$ cat src/rtl/mixer_n_seq.sv
// ---------------------------------------------------------------------------
// mixer_n_seq
//   Time-multiplexed N-channel audio mixer. A strobe latches one frame of
//   CHANNELS signed samples and their unsigned gains; the frame is summed
//   with one multiply-accumulate per clock, rescaled by the gain's fractional
//   bits (floor), saturated to the sample width and registered onto out.
//
// Ports
//   clk          system clock, rising edge
//   rstn         asynchronous active-low reset
//   sample_in    one-cycle strobe, new input frame valid
//   in           packed signed samples, channel i = in[i*BITSIZE +: BITSIZE]
//   gain         packed unsigned gains, channel i = gain[i*GAINBITS +: GAINBITS]
//   out          registered signed mixed sample (held between results)
//   out_valid    one-cycle pulse when out updates
//   clip         high with out_valid when the result saturated
//   busy         high while a frame is in progress
//   sample_drop  one-cycle pulse after a strobe that arrived while busy
// ---------------------------------------------------------------------------
module mixer_n_seq #(
    parameter int BITSIZE  = 16,
    parameter int CHANNELS = 4,
    parameter int GAINBITS = 8,
    parameter int GAINFRAC = 6
) (
    input  logic                         clk,
    input  logic                         rstn,
    input  logic                         sample_in,
    input  logic [CHANNELS*BITSIZE-1:0]  in,
    input  logic [CHANNELS*GAINBITS-1:0] gain,
    output logic signed [BITSIZE-1:0]    out,
    output logic                         out_valid,
    output logic                         clip,
    output logic                         busy,
    output logic                         sample_drop
);

    localparam int PRODW = BITSIZE + GAINBITS + 1;
    // Room for CHANNELS worst-case products, so the sum can never wrap.
    localparam int ACCW  = PRODW + $clog2(CHANNELS);
    localparam int IDXW  = $clog2(CHANNELS);

    localparam logic signed [ACCW-1:0] MAXV = ACCW'((2 ** (BITSIZE - 1)) - 1);
    localparam logic signed [ACCW-1:0] MINV = -MAXV - ACCW'(1);

    typedef enum logic [1:0] {
        IDLE   = 2'd0,
        ACCUM  = 2'd1,
        OUTPUT = 2'd2
    } state_t;

    state_t state, state_next;

    logic [CHANNELS*BITSIZE-1:0]  in_q;
    logic [CHANNELS*GAINBITS-1:0] gain_q;
    logic signed [ACCW-1:0]       acc;
    logic [IDXW-1:0]              idx;

    logic signed [BITSIZE-1:0]    sel_in;
    logic [GAINBITS-1:0]          sel_gain;
    logic signed [PRODW-1:0]      prod;
    logic                         last_ch;
    logic signed [ACCW-1:0]       shifted;
    logic signed [BITSIZE-1:0]    sat;
    logic                         sat_clip;

    // ---------------- FSM: state register ----------------
    // NOTE: clocked state uses non-blocking assignments so every register
    // samples pre-edge values regardless of process ordering.
    always_ff @(posedge clk or negedge rstn) begin
        if (!rstn) state <= IDLE;
        else       state <= state_next;
    end

    // ---------------- FSM: next-state logic ----------------
    // NOTE: the default assignment first keeps this block free of latches.
    always_comb begin
        state_next = state;
        unique case (state)
            IDLE:    if (sample_in) state_next = ACCUM;
            ACCUM:   if (last_ch)   state_next = OUTPUT;
            OUTPUT:  state_next = IDLE;
            default: state_next = IDLE;
        endcase
    end

    // ---------------- FSM: outputs ----------------
    always_comb begin
        busy = (state != IDLE);
    end

    // ---------------- datapath: one MAC per clock ----------------
    always_comb begin
        sel_in   = in_q[int'(idx)*BITSIZE +: BITSIZE];
        sel_gain = gain_q[int'(idx)*GAINBITS +: GAINBITS];
        // Gain is zero-extended so it multiplies as a non-negative signed value.
        prod     = PRODW'(sel_in) * PRODW'($signed({1'b0, sel_gain}));
        last_ch  = (idx == IDXW'(CHANNELS - 1));
    end

    // Rescale with arithmetic shift (floor toward -inf), then saturate.
    always_comb begin
        shifted  = acc >>> GAINFRAC;
        sat      = shifted[BITSIZE-1:0];
        sat_clip = 1'b0;
        if (shifted > MAXV) begin
            sat      = MAXV[BITSIZE-1:0];
            sat_clip = 1'b1;
        end else if (shifted < MINV) begin
            sat      = MINV[BITSIZE-1:0];
            sat_clip = 1'b1;
        end
    end

    // NOTE: the frame latches are small registers, so they take the async
    // reset like all other state; a reset can never leak an old frame.
    always_ff @(posedge clk or negedge rstn) begin
        if (!rstn) begin
            in_q        <= '0;
            gain_q      <= '0;
            acc         <= '0;
            idx         <= '0;
            out         <= '0;
            clip        <= 1'b0;
            out_valid   <= 1'b0;
            sample_drop <= 1'b0;
        end else begin
            out_valid   <= 1'b0;
            // Any strobe outside IDLE is discarded; the running frame is untouched.
            sample_drop <= sample_in && busy;
            unique case (state)
                IDLE: begin
                    if (sample_in) begin
                        in_q   <= in;
                        gain_q <= gain;
                        acc    <= '0;
                        idx    <= '0;
                    end
                end
                ACCUM: begin
                    acc <= acc + ACCW'(prod);
                    idx <= idx + IDXW'(1);
                end
                OUTPUT: begin
                    out       <= sat;
                    clip      <= sat_clip;
                    out_valid <= 1'b1;
                end
                default: ;
            endcase
        end
    end

endmodule

$ cat config.mk
export PLATFORM = sky130hd
export DESIGN_NAME = mixer_n_seq
export DESIGN_NICKNAME = d
export VERILOG_FILES = /design/src/rtl/mixer_n_seq.sv
export SDC_FILE = /design/constraint.sdc
export NUM_CORES = 1
export LEC_CHECK = 0
export ABC_AREA = 1
export CAP_MARGIN = 15
export CELL_PAD_IN_SITES_DETAIL_PLACEMENT = 0
export CELL_PAD_IN_SITES_GLOBAL_PLACEMENT = 1
export CORE_MARGIN = 5
export CORE_UTILIZATION = 40
export DETAILED_ROUTE_END_ITERATION = 12
export DONT_BUFFER_PORTS = 1
export GPL_TIMING_DRIVEN = 1
export PLACE_DENSITY = 0.74
export SYNTH_ARGS = -nofsm -noshare
export SYNTH_HDL_FRONTEND = slang
export SYNTH_SLANG_ARGS = --single-unit
$ cat constraint.sdc
create_clock -name clk -period 10.25 [get_ports clk]
set_input_delay 2.05 -clock clk [delete_from_list [all_inputs] [get_ports clk]]
set_output_delay 2.05 -clock clk [all_outputs]
set_load 0.02 [all_outputs]
==> summary.txt, run 1 <==
Global route
  – GR Util met2: 33.9%
  – Met1 Resource Use GR: 27.3%
  – Met3 Use GR: 3.38%
  – Initial antenna violation count: 0
  – Vias in the first global route: around 10k
  – Largest net degree at the start of global routing: 147
  – Grt ovf: 0
  – Global-route wire length before repair: 54.5 mm
  – Top Usage Layer GRT: met2
  – Total track usage: 20.4%

Logic synthesis
  – Syn Area/Cell: 7.73 um2
  – Post-synth EDFFs: 0
  – Count leader, synth: nand2_1
  – Most frequent cells after synthesis: 606 x nand2_1, 280 x inv_1, 146 x dfrtp_1, 133 x nor2_1, 127 x fa_1
  – Number of synthesis warnings: 0
  – Sequential share of the synthesized area: 29.5%
  – Post-synth top flop: dfrtp_1
  – Yosys top cell area share: 29.5%
  – Top cell type by total area after synthesis: dfrtp_1
  – Netlist Area Pre-Place: 0.0124 mm2
  – Yosys reg bits: 146
  – Gate Count Post-Synth: 1,603
  – Post-synth cell types: 36
  – Synthesized net count: 1,889
  – Synth top area cells: dfrtp_1 29%, fa_1 21%, nand2_1 18%, inv_1 8.5%, ha_1 6.1%
  – Asr flop ratio synth: 100%

CTS
  – Clk buf depth: 2
  – Root Driver: clkbuf_16
  – Resize count post-CTS: 0
  – Worst-path clk slew: 70 ps
  – Hold_buf cts: 0
  – Skew-Pair Late Insertion Delay: between 400 and 500 ps
  – CTS tree: built
  – H-tree depth: 4
  – Inserted Clock Buffers: 17
  – Sink Count: between 100 and 150
  – Post-CTS setup buffers: 0

STA
  – Fin crit share: 69.8%
  – Crit path time final: between 7000 and 8000 ps
  – Final Slew Violations: 0
  – Max Freq: approximately 140 MHz
  – Final Hold Viols: 0
  – Final setup vio count: 0
  – Slew headroom: 28.3%
  – Setup tns final: 0 ps
  – Unrepaired setup endpoints after global routing: no
  – Worst clock skew: 20.7 ps
  – Slew @ Worst Pin: 1070 ps

Worst setup path
  – Worst endpoint required time: 10,580 ps
  – CP Capture Type: flip-flop
  – Crit path DAT: approximately 7500 ps
  – Crit Path Max Fanout: 52
  – WS Path Type: reg2reg
  – Nature of the critical path startpoint: flip-flop

Floorplan
  – CORE AREA: 0.0306 mm2
  – Initial Utilization: 40.5%
  – Overall die height: between 150 and 200 um
  – Io pins: 119
  – Cell Rows: 64
  – DIE AREA: 0.0346 mm2
  – Chip Width: 186 um

Route
  – Vias post-DR: 9,561
  – Drt total wl: ~33 mm
  – Antenna Nets Post-Route: 0
  – Residual DRC: 0
  – Iteration-0 DRC Markers: between 500 and 600
  – Pre-antenna DRT Iters: 5
  – Vias/cell: 4.82
  – Final routed wire length divided by cell count: 16.9 um

Status
  – Outcome: completed

Place
  – Final Wtd Congestion: 0.969
  – PortBufs: 0
  – Post-DP HPWL: about 26 mm

Finish
  – Fin nets: 1,859
  – Area growth syn-to-layout: 6.55%
  – Diode count: 0
  – Fraction of layout cells with a size suffix above 1: 4.48%

Run
  – # Max-Cap Violations: 0

Worst hold path
  – Hold Crit Class: reg2reg
-- kinds of logic after synthesis --
| logic type | synth area share (%) |
|---|---|
| buffers and inverters | 11.2 |
| DFF | 29.5 |
| adders and majority gates | 26.6 |
| AOI/OAI and AO/OA | 7.42 |
| xor gates and xnor gates | 0.424 |
| and+or+nand+nor | 24.9 |
-- final cells by class --
class / count / area (um2)
Sequential cell: 146 / 3650
Timing Repair Buffer: 2 / 15.0
Inverter: 290 / 1090
Clock buffer: 21 / 470
Multi-Input combinational cell: 1116 / 7360
Clock inverter: 11 / 115
Tap cell: 396 / 495
Fill cell: 3204 / 17400
-- worst max-delay path, stage by stage, from the launching register on --
cell and delay (ps):
dfrtp_2 730, inv_2 750, nand2_1 150, a32oi_2 580, inv_1 210, nor2_1 220
inv_1 120, fa_1 630, fa_1 680, inv_1 100, fa_1 510, inv_1 60
fa_1 500, fa_1 500, inv_1 50, ha_1 360, nand2_1 110, nor2_1 150
nand2_1 100, nor2_1 110, nand2_1 100, nand3_1 110, nand2_1 50, nand3_1 90
nand2_1 50
-- layer usage --
layer  wire length (um)  up-vias
met5                  0        -
met4                821        0
met3               1230       34
met2              16000      200
met1              15400     4580
li1                   -     4747
-- cell usage in the layout (no fill, tap or decap), types with 5 or more instances in the layout --
master       n
o22ai_1      5
nand4_1      7
ha_1        60
fa_1       127
a32oi_2     18
inv_1      279
dfrtp_1    145
nand2_1    606
clkbuf_16   17
inv_2       10
a21oi_1     64
o21ai_0     31
nor2_1     133
nand3_1     34
-- stage by stage --
stage	hold WS (ps)	worst slack (ps)	instance area [um2]	util, %	std cells
3_3_place_gp	454	3120	12600	41.3	1950
2_1_floorplan	437	4770	12400	-	1603
6_report	468	3090	13200	43.2	1982
3_5_place_dp	458	3030	12600	41.3	1950
5_1_grt	481	2450	13200	43.2	1982
4_1_cts	475	3010	13200	43.2	1982
-- flip-flops by register name, indices dropped and copies added, names as in the netlist --
register,cells
acc,27
idx,2
out_valid,1
gain_q,32
clip,1
state,2
sample_drop,1
in_q,64
out,16
-- final timing paths --
kind	from	endpoint	slack [ps]	cells past startpoint
max in group asynchronous	rstn	acc[4]	8750	0
setup / recovery	idx[0]	acc[24]	3090	24
setup reg to reg	idx[0]	acc[24]	3090	24
hold reg to reg	in_q[31]	in_q[31]	470	2
min in group asynchronous	rstn	acc[19]	1300	0
hold / removal	in_q[31]	in_q[31]	470	2
Power of run 1 is left out: the tool's default activity adds up to more than one toggle a clock period on the data nets, which glitch-free logic cannot reach.
==> inputs of run 2 (changes only) <==
- clock period: 10.25 -> 7.2 ns (I/O delays scaled with it)
==> run 2 against run 1 <==
Compared with the run above: critical path depth down 3; via count up 2.1%; first-iteration DRC count down 8.8%; routed wire length down 1.4%; die area unchanged; clock-buffer cell count unchanged; sequential share of layout area down 0.20 points; setup slack worse by 2200 ps; core utilization up 0.31 points; maximum frequency up 13%; largest cell class unchanged.
==> summary.txt, run 2 (synthesis gave the netlist of run 1 again) <==
Worst setup path
  – CP Cell Sequence: inv_2 > nand2_1 > a32oi_2 > buf_4 > inv_1 > nor2_1 > fa_1 > fa_1 > fa_1 > fa_1 > inv_1 > fa_1 > inv_1 > ha_1 > nand2_1 > nor2_1 > nand2_1 > nor2_1 > o21ai_0 > nand3_1 > nand2_1
  – Worst endpoint required time: ~7500 ps
  – Crit path largest cell delay: 580 ps
  – R2R Setup Slk: approximately 860 ps
  – Reg2reg end: acc[17]
  – Worst reg2reg startpoint: idx[0]
  – WS Path Type: reg2reg
  – Crit Path Max Fanout: 40
  – Crit-path slowest cell: a32oi_2
  – CP Capture Type: flip-flop
  – CP Launch Point: idx[0]
  – Nature of the critical path startpoint: flip-flop
  – Critical Path Sink: acc[17]
  – Worst reg2reg path depth: 21
  – CP dominant cell by count: fa_1
  – Crit path DAT: 6680 ps

Floorplan
  – Chip Width: 186 um
  – Overall die height: between 150 and 200 um
  – Io pins: 119
  – DIE AREA: 0.0346 mm2
  – Cell Rows: 64
  – Initial Utilization: 40.5%
  – CORE AREA: 0.0306 mm2

STA
  – Slew @ Worst Pin: 1120 ps
  – Crit path time final: 6340 ps
  – Max Freq: 158 MHz
  – Worst clock skew: 10.8 ps
  – Setup tns final: 0 ps
  – Fin crit share: 88.1%
  – Unrepaired setup endpoints after global routing: no
  – Slew headroom: 24.8%
  – Final Slew Violations: 0
  – Final setup vio count: 0
  – Final Hold Viols: 0

Global route
  – Grt ovf: 0
  – Initial antenna violation count: 0
  – Vias in the first global route: 10.3k
  – Global-route wire length before repair: roughly 54 mm
  – Total track usage: 20.3%
  – Largest net degree at the start of global routing: 147

Route
  – Antenna Nets Post-Route: 0
  – Final routed wire length divided by cell count: 16.5 um
  – Vias post-DR: 9,759
  – Iteration-0 DRC Markers: 466
  – Pre-antenna DRT Iters: 4
  – Vias/cell: 4.90
  – Residual DRC: 0
  – Drt total wl: 32.9 mm

CTS
  – Hold_buf cts: 0
  – Root Driver: clkbuf_16
  – Clk buf depth: 2
  – Inserted Clock Buffers: 17
  – Worst-path clk slew: 60 ps
  – Post-CTS setup buffers: 0
  – H-tree depth: 4
  – CTS tree: built
  – Skew-Pair Late Insertion Delay: 450 ps
  – Sink Count: ~150
  – Resize count post-CTS: 0

Finish
  – Area growth syn-to-layout: 7.32%
  – Largest Register: in_q
  – Fin nets: 1,870
  – Commonest non-fill, non-tap cell in the layout: nand2_1
  – Fraction of layout cells with a size suffix above 1: under 10%
  – Diode count: 0
  – Top Registers: in_q: 64 flops, gain_q: 32 flops, acc: 27 flops
  – Largest register FFs: 64
  – Most frequent cells in the layout: 606 x nand2_1, 279 x inv_1, 145 x dfrtp_1

Worst hold path
  – Hold Crit Class: reg2reg

Place
  – Final Wtd Congestion: 0.907
  – PortBufs: 0
  – Post-DP HPWL: approximately 26 mm

Status
  – Outcome: completed

Run
  – # Max-Cap Violations: 0
==> run 2: cell count changes in the layout (fill, tap and decap cells not counted) <==
cell	previous run	this run
inv_8	1	0
o21ai_2	1	0
clkinv_2	1	4
o21ai_1	1	2
buf_16	0	1
clkbuf_8	3	4
clkbuf_1	1	0
inv_6	4	2
buf_4	2	12
==> run 2: worst min path at each step <==
stage,start,endpoint,slack (ps),cells past startpoint
3_5_place_dp,in_q[46],in_q[46],460,2
5_1_grt,in_q[47],in_q[47],490,2
3_3_place_gp,in_q[31],in_q[31],450,2
6_report,in_q[46],in_q[46],470,2
2_1_floorplan,gain_q[22],gain_q[22],440,2
4_1_cts,in_q[46],in_q[46],470,2
==> run 2: per-stage QoR <==
step / std cells / cell area [um2] / worst slack, ps / hold WS, ps / utilization, %
after floorplan: 1603 / 12400 / 1720 / 437 / -
after global placement: 1960 / 12700 / 887 / 454 / 41.5
after detailed placement: 1960 / 12700 / 832 / 459 / 41.5
after CTS: 1992 / 13300 / 809 / 474 / 43.4
after global routing: 1993 / 13300 / 268 / 486 / 43.5
final: 1993 / 13300 / 860 / 468 / 43.5
==> run 2: cell type report <==
class                   instances  area, um2
multi-input cells            1116       7360
well taps                     396        495
clock buffers                  21        480
flip-flops and latches        146       3650
repair buffers                 13        118
clock inverters                11        101
fillers                      3170      17300
inverters                     290       1090
==> run 2: metal layers <==
layer	global-route usage, %	vias to the layer above	part of all wire (%)
li1	-	4787	-
met1	26.6	4744	45
met3	3.67	31	3.9
met4	6.44	0	2.1
met5	0	-	0
met2	34.2	197	50
==> run 2: worst max-delay path, delay by kind of cell (launching register included) <==
family,cells,cell delay (ps)
flops,1,410
fa+ha+maj,6,2910
compound gates,2,700
simple gates,8,1250
buf+inv,5,940
Power of run 2 is left out for the same reason.
==> inputs of run 3 (changes only) <==
- CORE_UTILIZATION: 40 -> 49
- PLACE_DENSITY: 0.74 -> 0.87
- SKIP_CTS_REPAIR_TIMING: not set -> 1
==> run 3 against run 2 <==
Compared with the run above: critical path depth grew 3; core utilization grew 9.3 points; highest routed layer unchanged; sequential share of layout area grew 0.17 points; global-route usage grew 3.0 points; clock skew grew 0.91 ps; non-clock buffer count shrank 2; largest cell class unchanged; register-to-register slack lost 150 ps; maximum frequency shrank 2.4%; setup slack lost 150 ps; via count grew 0.79%; worst hold slack gained 5.8 ps; critical endpoint is now acc[24].
==> summary.txt, run 3 (synthesis gave the netlist of run 1 again) <==
Route
  – Antenna Nets Post-Route: 0
  – Vias/cell: 5.11
  – Pre-antenna DRT Iters: 5
  – Iteration-0 DRC Markers: 547
  – Final routed wire length divided by cell count: 16.7 um
  – Drt total wl: 32.1 mm
  – Residual DRC: 0
  – Vias post-DR: 9,836

Global route
  – Global-route wire length before repair: 52.9 mm
  – Vias in the first global route: 10.4k
  – Largest net degree at the start of global routing: around 150
  – Grt ovf: 0
  – Initial antenna violation count: 0
  – Total track usage: 23.3%

CTS
  – Skew-Pair Late Insertion Delay: 430 ps
  – Root Driver: clkbuf_16
  – Sink Count: 146
  – Clk buf depth: 2
  – Inserted Clock Buffers: 17
  – Worst-path clk slew: 70 ps
  – CTS tree: built
  – H-tree depth: 4

Worst setup path
  – CP dominant cell by count: nand2_1
  – Crit path largest cell delay: 690 ps
  – Worst endpoint required time: 7520 ps
  – Crit Path Max Fanout: 32
  – CP Capture Type: flip-flop
  – Worst reg2reg startpoint: idx[0]
  – Crit path DAT: 6810 ps
  – CP Launch Point: idx[0]
  – CP Cell Sequence: buf_4 > nand2_1 > a32oi_1 > inv_1 > nor2_1 > inv_1 > fa_1 > fa_1 > inv_1 > fa_1 > inv_1 > fa_1 > fa_1 > inv_1 > ha_1 > nand2_1 > nor2_1 > nand2_1 > nor2_1 > nand2_1 > nand3_1 > nand2_1 > nand3_1 > nand2_1
  – Crit-path slowest cell: fa_1
  – WS Path Type: reg2reg
  – Nature of the critical path startpoint: flip-flop

Finish
  – Largest Register: in_q
  – Diode count: 0
  – # fillers: 2,463
  – Commonest non-fill, non-tap cell in the layout: nand2_1
  – Multi-input gate area: 0.00736 mm2
  – Most frequent cells in the layout: 606 x nand2_1, 279 x inv_1, 145 x dfrtp_1
  – Largest register FFs: 64
  – Area growth syn-to-layout: 6.64%
  – Register area: 0.00365 mm2
  – Top Registers: in_q: 64 flops, gain_q: 32 flops, acc: 27 flops
  – Fin nets: 1,868
  – Fraction of layout cells with a size suffix above 1: 5.02%

Floorplan
  – CORE AREA: 0.0250 mm2
  – Chip Width: 169 um
  – Initial Utilization: between 40% and 50%
  – Io pins: about 120
  – Overall die height: roughly 170 um
  – DIE AREA: 0.0286 mm2
  – Cell Rows: 58

STA
  – Final setup vio count: 0
  – Crit path time final: 6490 ps
  – Slew headroom: 27.1%
  – Unrepaired setup endpoints after global routing: no
  – Setup ws final: between 700 and 800 ps
  – Final Slew Violations: 0
  – Worst clock skew: 11.7 ps
  – Max Freq: 154 MHz
  – Fin crit share: 90.2%
  – Slew @ Worst Pin: between 1000 and 1500 ps
  – Final Hold Viols: 0
  – Setup tns final: 0 ps

Worst hold path
  – Hold Startpoint: in_q[61]
  – Hold Crit Class: reg2reg

Place
  – Final Wtd Congestion: 0.908
  – Dpl ws: 706 ps
  – Post-DP HPWL: 25.5 mm
  – PortBufs: 0

Run
  – # Max-Cap Violations: 0

Status
  – Outcome: completed
run 3: area by class of cell:
cell class,count,share of cell area (%)
clock buffers,18,3.32
clock inverters,14,1.18
inverters,290,8.27
multi-input cells,1116,55.7
flip-flops and latches,146,27.7
well taps,330,3.12
repair buffers,11,0.776
run 3: worst paths after layout:
path	slack [ps]	depth (start not counted)	endpoint
max	710	24	acc[24]
min	470	2	in_q[61]
max reg2reg	710	24	acc[24]
min reg2reg	470	2	in_q[61]
max in group asynchronous	6120	0	idx[0]
min in group asynchronous	710	0	acc[22]
run 3: routing by layer:
layer | share of wire (%) | up-vias | global-route usage, % | wire (um)
met2 | 48 | 257 | 38.5 | 15500
li1 | - | 4783 | - | -
met1 | 44 | 4739 | 31.0 | 14200
met3 | 4.3 | 57 | 3.97 | 1380
met4 | 3.3 | 0 | 8.72 | 1070
met5 | 0 | - | 0 | 0
run 3: metrics by stage:
stage | cells | cell area [um2] | hold WS, ps | utilization, %
after global routing | 1925 | 13200 | 496 | 52.8
after CTS | 1924 | 13200 | 476 | 52.7
after global placement | 1892 | 12600 | 455 | 50.3
after detailed placement | 1892 | 12600 | 459 | 50.3
final | 1925 | 13200 | 474 | 52.8
after floorplan | 1603 | 12400 | 437 | -
run 3: worst max-delay path, delay by kind of cell, from the launching register on:
kind / cells / cell delay, ps
AND/OR/NAND/NOR: 11 / 1210
flip-flops: 1 / 580
adder cells (fa/ha/maj): 6 / 3270
AO/OA/AOI/OAI: 1 / 390
buffers and inverters: 6 / 920
Power of run 3 is left out for the same reason.
